--- src/rtl/rr_arb_pkg.sv ---
// Shared types, defaults and helpers for the round-robin handshake arbiter.
// RR_ARB_BURST_EN selects burst-grant mode in the top level.
package rr_arb_pkg;

    localparam int N_INPUTS_DEF   = 4;
    localparam int DATA_WIDTH_DEF = 32;
    localparam int BURST_LEN_DEF  = 4;

    function automatic int clog2_min1(input int n);
        int r;
        r = 1;
        while ((1 << r) < n) r++;
        return r;
    endfunction

endpackage

--- src/rtl/rr_handshake_arbiter_if.sv ---
// Handshake bundle: N producer channels in, one indexed channel out.
// slave = arbiter side, master = producers/consumer side.
interface rr_handshake_arbiter_if
    import rr_arb_pkg::*;
#(
    parameter int N_INPUTS   = N_INPUTS_DEF,
    parameter int DATA_WIDTH = DATA_WIDTH_DEF
) ();
    localparam int IDX_WIDTH = clog2_min1(N_INPUTS);

    logic [N_INPUTS*DATA_WIDTH-1:0] ins;
    logic [N_INPUTS-1:0]            ins_valid;
    logic [N_INPUTS-1:0]            ins_ready;
    logic [DATA_WIDTH-1:0]          outs;
    logic [IDX_WIDTH-1:0]           outs_index;
    logic                           outs_valid;
    logic                           outs_ready;

    modport slave (
        input  ins, ins_valid, outs_ready,
        output ins_ready, outs, outs_index, outs_valid
    );

    modport master (
        output ins, ins_valid, outs_ready,
        input  ins_ready, outs, outs_index, outs_valid
    );

endinterface

--- src/rtl/rr_arb_grant.sv ---
// Combinational round-robin grant: first requester at or after ptr,
// wrapping at N_INPUTS-1.
module rr_arb_grant
    import rr_arb_pkg::*;
#(
    parameter int N_INPUTS = N_INPUTS_DEF,
    localparam int IW      = clog2_min1(N_INPUTS)
) (
    input  logic [N_INPUTS-1:0] req,
    input  logic [IW-1:0]       ptr,
    output logic [N_INPUTS-1:0] gnt_onehot,
    output logic [IW-1:0]       gnt_idx,
    output logic                any
);

    always_comb begin
        int idx;
        idx     = 0;
        any     = 1'b0;
        gnt_idx = '0;
        for (int k = 0; k < N_INPUTS; k++) begin
            idx = int'(ptr) + k;
            if (idx >= N_INPUTS) idx -= N_INPUTS;
            if (!any && req[idx]) begin
                any     = 1'b1;
                gnt_idx = IW'(idx);
            end
        end
    end

    always_comb begin
        gnt_onehot = '0;
        for (int i = 0; i < N_INPUTS; i++)
            gnt_onehot[i] = any && (int'(gnt_idx) == i);
    end

endmodule

--- src/rtl/rr_handshake_arbiter.sv ---
// Round-robin N:1 valid/ready arbiter with a registered, indexed output slot.
// Define RR_ARB_BURST_EN to allow up to BURST_LEN back-to-back grants.
module rr_handshake_arbiter
    import rr_arb_pkg::*;
#(
    parameter int N_INPUTS   = N_INPUTS_DEF,
    parameter int DATA_WIDTH = DATA_WIDTH_DEF,
    parameter int BURST_LEN  = BURST_LEN_DEF
) (
    input logic clk,
    input logic rst,
    rr_handshake_arbiter_if.slave bus
);
    localparam int IW = clog2_min1(N_INPUTS);

    logic [IW-1:0]         ptr;
    logic [IW-1:0]         g;
    logic [IW-1:0]         ptr_after_g;
    logic [N_INPUTS-1:0]   gnt_onehot;
    logic                  any;
    logic                  can_load;
    logic                  xfer;
    logic [DATA_WIDTH-1:0] outs_q;
    logic [IW-1:0]         idx_q;
    logic                  valid_q;

    rr_arb_grant #(.N_INPUTS(N_INPUTS)) u_grant (
        .req        (bus.ins_valid),
        .ptr        (ptr),
        .gnt_onehot (gnt_onehot),
        .gnt_idx    (g),
        .any        (any)
    );

    assign can_load    = !valid_q || bus.outs_ready;
    assign xfer        = any && can_load && !rst;
    assign ptr_after_g = (int'(g) == N_INPUTS - 1) ? '0 : g + IW'(1);

    assign bus.ins_ready  = xfer ? gnt_onehot : '0;
    assign bus.outs       = outs_q;
    assign bus.outs_index = idx_q;
    assign bus.outs_valid = valid_q;

    always_ff @(posedge clk) begin
        if (rst) begin
            outs_q  <= '0;
            idx_q   <= '0;
            valid_q <= 1'b0;
        end else if (xfer) begin
            outs_q  <= bus.ins[int'(g)*DATA_WIDTH +: DATA_WIDTH];
            idx_q   <= g;
            valid_q <= 1'b1;
        end else if (bus.outs_ready) begin
            valid_q <= 1'b0;
        end
    end

`ifdef RR_ARB_BURST_EN
    localparam int BW = clog2_min1(BURST_LEN + 1);
    logic [BW-1:0] bc;

    // The owner keeps priority until it has taken BURST_LEN grants in a row.
    always_ff @(posedge clk) begin
        if (rst) begin
            ptr <= '0;
            bc  <= '0;
        end else if (xfer) begin
            if (g == ptr && int'(bc) < BURST_LEN - 1) begin
                bc <= bc + BW'(1);
            end else begin
                ptr <= ptr_after_g;
                bc  <= '0;
            end
        end
    end
`else
    always_ff @(posedge clk) begin
        if (rst)
            ptr <= '0;
        else if (xfer)
            ptr <= ptr_after_g;
    end
`endif

endmodule

--- src/flat_wrapper.sv ---
// flat-port wrapper written by rule: the top's interface ports become plain ports
module rr_handshake_arbiter_flat import rr_arb_pkg::*;
#(
    parameter int N_INPUTS   = N_INPUTS_DEF,
    parameter int DATA_WIDTH = DATA_WIDTH_DEF,
    parameter int BURST_LEN  = BURST_LEN_DEF
)
  (clk, rst, bus_ins, bus_ins_valid, bus_outs_ready, bus_ins_ready, bus_outs, bus_outs_index, bus_outs_valid);
  rr_handshake_arbiter_if #(.N_INPUTS(N_INPUTS), .DATA_WIDTH(DATA_WIDTH)) bus_i ();
  input logic clk;
  input logic rst;
  input wire logic [$bits(bus_i.ins)-1:0] bus_ins;
  input wire logic [$bits(bus_i.ins_valid)-1:0] bus_ins_valid;
  input wire logic [$bits(bus_i.outs_ready)-1:0] bus_outs_ready;
  output wire logic [$bits(bus_i.ins_ready)-1:0] bus_ins_ready;
  output wire logic [$bits(bus_i.outs)-1:0] bus_outs;
  output wire logic [$bits(bus_i.outs_index)-1:0] bus_outs_index;
  output wire logic [$bits(bus_i.outs_valid)-1:0] bus_outs_valid;
  assign bus_i.ins = bus_ins;
  assign bus_i.ins_valid = bus_ins_valid;
  assign bus_i.outs_ready = bus_outs_ready;
  assign bus_ins_ready = bus_i.ins_ready;
  assign bus_outs = bus_i.outs;
  assign bus_outs_index = bus_i.outs_index;
  assign bus_outs_valid = bus_i.outs_valid;
  rr_handshake_arbiter #(.N_INPUTS(N_INPUTS), .DATA_WIDTH(DATA_WIDTH), .BURST_LEN(BURST_LEN)) u_core (.clk(clk), .rst(rst), .bus(bus_i));
endmodule
--- config.mk ---
export PLATFORM = sky130hd
export DESIGN_NAME = rr_handshake_arbiter_flat
export DESIGN_NICKNAME = d
export VERILOG_FILES = /design/src/rtl/rr_arb_pkg.sv /design/src/rtl/rr_handshake_arbiter_if.sv /design/src/rtl/rr_arb_grant.sv /design/src/rtl/rr_handshake_arbiter.sv /design/src/flat_wrapper.sv
export SDC_FILE = /design/constraint.sdc
export NUM_CORES = 1
export LEC_CHECK = 0
export BUFFER_PORTS_ARGS = -buffer_cell sky130_fd_sc_hd__buf_2
export CAP_MARGIN = 20
export CORE_MARGIN = 3
export CORE_UTILIZATION = 36
export DETAILED_ROUTE_END_ITERATION = 8
export PLACE_DENSITY_LB_ADDON = 0.3
export SYNTH_ARGS = -nofsm -noshare
export SYNTH_HDL_FRONTEND = slang
export SYNTH_SLANG_ARGS = --single-unit
--- constraint.sdc ---
create_clock -name clk -period 1.97 [get_ports clk]
set_input_delay 0.0985 -clock clk [delete_from_list [all_inputs] [get_ports clk]]
set_output_delay 0.0985 -clock clk [all_outputs]
set_load 0.005 [all_outputs]
==> reports/summary.txt <==
Status -> finished clean
Gr usage total -> 18.0%
Final wirelength -> 6810 um
Placer congestion estimate -> 0.800
Crit path time final -> 1910 ps
Post-synthesis simple-gate area fraction -> 10.6%
Global-route wire length before repair -> 10700 um
Max Freq -> 524 MHz
Static leakage -> 1.69 nW
Post-synth EDFFs -> 0
Top cells by count, synth -> mux2i_1 (66), dfxtp_1 (37), nand2_1 (34)
Share of the synthesized area in the top cell type -> 32.4%
Dominant cell type by area after synthesis -> dfxtp_1
Max_cap viols -> 0
Sw Share -> 33.1%
Pwr Density -> 768 nW/um2
Crit Path Category -> reg2out
# rows -> 28
Nets -> 531
Worst vdd ir -> 0.000348 V
Total core area -> 6030 um2
Initial antenna violation count -> 0
Worst Setup Start Kind -> flop
Reg2reg path depth -> 7
Synth-to-layout area growth -> 49.0%
Synth Area in XOR/XNOR -> 0%
Final period util -> 96.9%
Area contributors post-synth -> dfxtp_1 (32%), mux2i_1 (29%), o221ai_2 (12%), o221ai_1 (5.7%), nand2_1 (5.6%)
# IOs -> 174
Largest family of logic cells by synthesized area -> multiplexers
Most numerous cell in the Yosys netlist -> mux2i_1
Seq/Total Area, Yosys -> 32.4%
Hold Slack -> 73.9 ps
Proportion of power drawn by the clock network -> 19.7%
RR Startpoint -> u_core.ptr[0]
Die H -> 85.7 um
Syn nets -> 354
Comb power frac -> 44.1%
Final Hold Fails -> 0
CP Data Required Time -> 1870 ps
Max Slew Vio Count -> 0
Net load switching power -> 0.867 mW
I/O Buffers -> 173
Layout cell share with drive strength beyond 1 -> 57.1%
Sequential power share -> 36.2%
Internal Power -> 1.75 mW
Clk slew on worst S/H paths -> 70 ps
Hold path depth -> 2
R2R Path End -> u_core.bus.outs[22]
Vias -> 2363
Critical Path End Type -> primary output
Clk_skew -> 5.94 ps
Final setup TNS -> 0 ps
Cts bufs inserted -> 5
Ys Warns -> 0
N_diodes -> 0
Chip width -> 85.7 um
Number of global-route vias before repair -> 2365
Cell Area, Synth -> 2290 um2
Unrepaired setup endpoints after global routing -> yes
Die ar. -> 7350 um2
Actual slew at the worst max-slew pin -> 403 ps
Clock Path Buffers -> 2
Crit path from -> u_core.ptr[0]
Per-cell routed wire length -> 14.5 um
Fin area -> 3410 um2
Endpoints failing setup -> 0
Sink Count -> 37
Relative slew slack -> 73.0%
Placed cells -> 458
DRC viols -> 0
Root Buffer -> clkbuf_8
DRT antenna net count -> 0
Post-Syn Area per Cell -> 10.5 um2
Mux cell area share after synthesis -> 28.9%
Starting DRT DRC Count -> 32
Pre-antenna DRT Iters -> 4
FF-to-FF setup slack -> 90 ps
CTS tree -> done
Initial Util -> 38.0%
Hold Crit Class -> in2reg
Post-Layout Cell Count -> 471
Via density -> 5.02
CP arrival -> 1810 ps
Dpl hpwl -> 5300 um
Area after DPL -> 3210 um2
Post-synthesis compound-gate area fraction -> 20.8%
Adder-Cell Fraction of Synth Area -> 0.547%
Top FF cell, synth -> dfxtp_1
Largest net degree at the start of global routing -> 33
Total global routing overflow -> 0
Critical Path Sink -> bus_ins_ready[3]
Post-Syn Instances -> 218
Insertion delay to the later sink of the worst-skew pair -> 290 ps
Synth cell types -> 25
Yosys reg bits -> 37
H-tree Lvls -> 2
Worst-path fanout max -> 4
Asr flop ratio synth -> 0%
## cell usage in the layout, fill, tap and decap left out
cell type	instances
a21oi_1	5
nor2_1	9
o221ai_1	15
clkbuf_8	5
buf_12	3
inv_1	1
bufbuf_16	1
or4_4	1
ha_4	1
nand2b_1	1
a31oi_1	1
buf_8	1
and2_4	1
o22a_2	1
nand2_1	33
nor2b_1	2
mux2i_2	1
nor2b_2	1
nand2b_4	1
mux2i_1	65
o41ai_4	1
buf_4	9
nand2_2	1
buf_2	172
buf_6	2
clkinvlp_4	1
o221ai_2	18
dfxtp_1	36
a21o_1	1
nand2_4	1
or3_1	1
nor2b_4	1
dfxtp_4	1
clkinv_2	2
## sequential cells by signal (all words and copies together), names as in the netlist
| name | cells |
|---|---|
| u_core.bus.outs_index | 2 |
| u_core.bus.outs_valid | 1 |
| u_core.ptr | 2 |
| u_core.bus.outs | 32 |
## per-layer routing
layer / up-vias / track usage, % / share of wire [%]
met3: 7 / 4.71 / 8.9
met2: 110 / 32.8 / 52
li1: 1180 / - / -
met4: 0 / 5.18 / 1.3
met1: 1066 / 20.5 / 38
met5: - / 0 / 0
## stage by stage
step           setup slack, ps  total power [mW]  util (%)
3_3_place_gp              53.0              2.01      53.3
5_1_grt                  -10.4              2.79      56.6
6_report                  61.6              2.62      56.6
2_1_floorplan              113              1.69         -
3_5_place_dp              27.4              2.03      53.3
4_1_cts                   14.8              2.62      55.6
## power groups by stage
stage | Clock, mW | Sequential [mW] | Combinational (mW)
global placement | 0 | 0.963 | 1.05
floorplan | 0 | 0.980 | 0.708
global route | 0.572 | 0.964 | 1.25
CTS | 0.537 | 0.951 | 1.13
detailed placement | 0 | 0.963 | 1.07
finish | 0.516 | 0.949 | 1.16
## worst min-delay path by stage
stage	from	endpoint	slack, ps
3_5_place_dp	rst	u_core.ptr[0]	380
2_1_floorplan	rst	u_core.ptr[0]	170
6_report	rst	u_core.ptr[0]	70
5_1_grt	rst	u_core.ptr[0]	80
3_3_place_gp	rst	u_core.ptr[0]	370
4_1_cts	rst	u_core.ptr[0]	60
## timing repair
| action | CTS | global route |
|---|---|---|
| pin swaps | 0 | 2 |
| gates resized for setup | 2 | 11 |
| buffers inserted | 2 | 2 |
| gates cloned | 1 | 0 |
| endpoints found under the hold margin | 0 | 0 |
| hold buffers | 0 | 0 |
| setup endpoints to repair | 4 | 6 |
## critical path: stages, from the launching register on
cell and delay (ps):
dfxtp_4 360, nor2b_4 40, or4_4 560, nand2_4 120, buf_12 120, ha_4 120, and2_4 130, buf_6 90
## area by class of cell
type                            instances  area, um2
Clock buffer                            5       68.8
Fill cell                             567       2620
Clock inverter                          3       17.5
Tap cell                               75       93.8
Multi-Input combinational cell        162       1420
Sequential cell                        37        744
Inverter                                1       3.75
Timing Repair Buffer                  188       1060
## cell families (layout without fill, tap and decap cells)
family / count (synthesis) / count (layout)
multiplexers: 66 / 66
AND/OR/NAND/NOR: 53 / 53
AO/OA/AOI/OAI: 42 / 42
flip-flops: 37 / 37
buffers and inverters: 19 / 197
adder cells (fa/ha/maj): 1 / 1
Power figures use the tool's default switching activity.
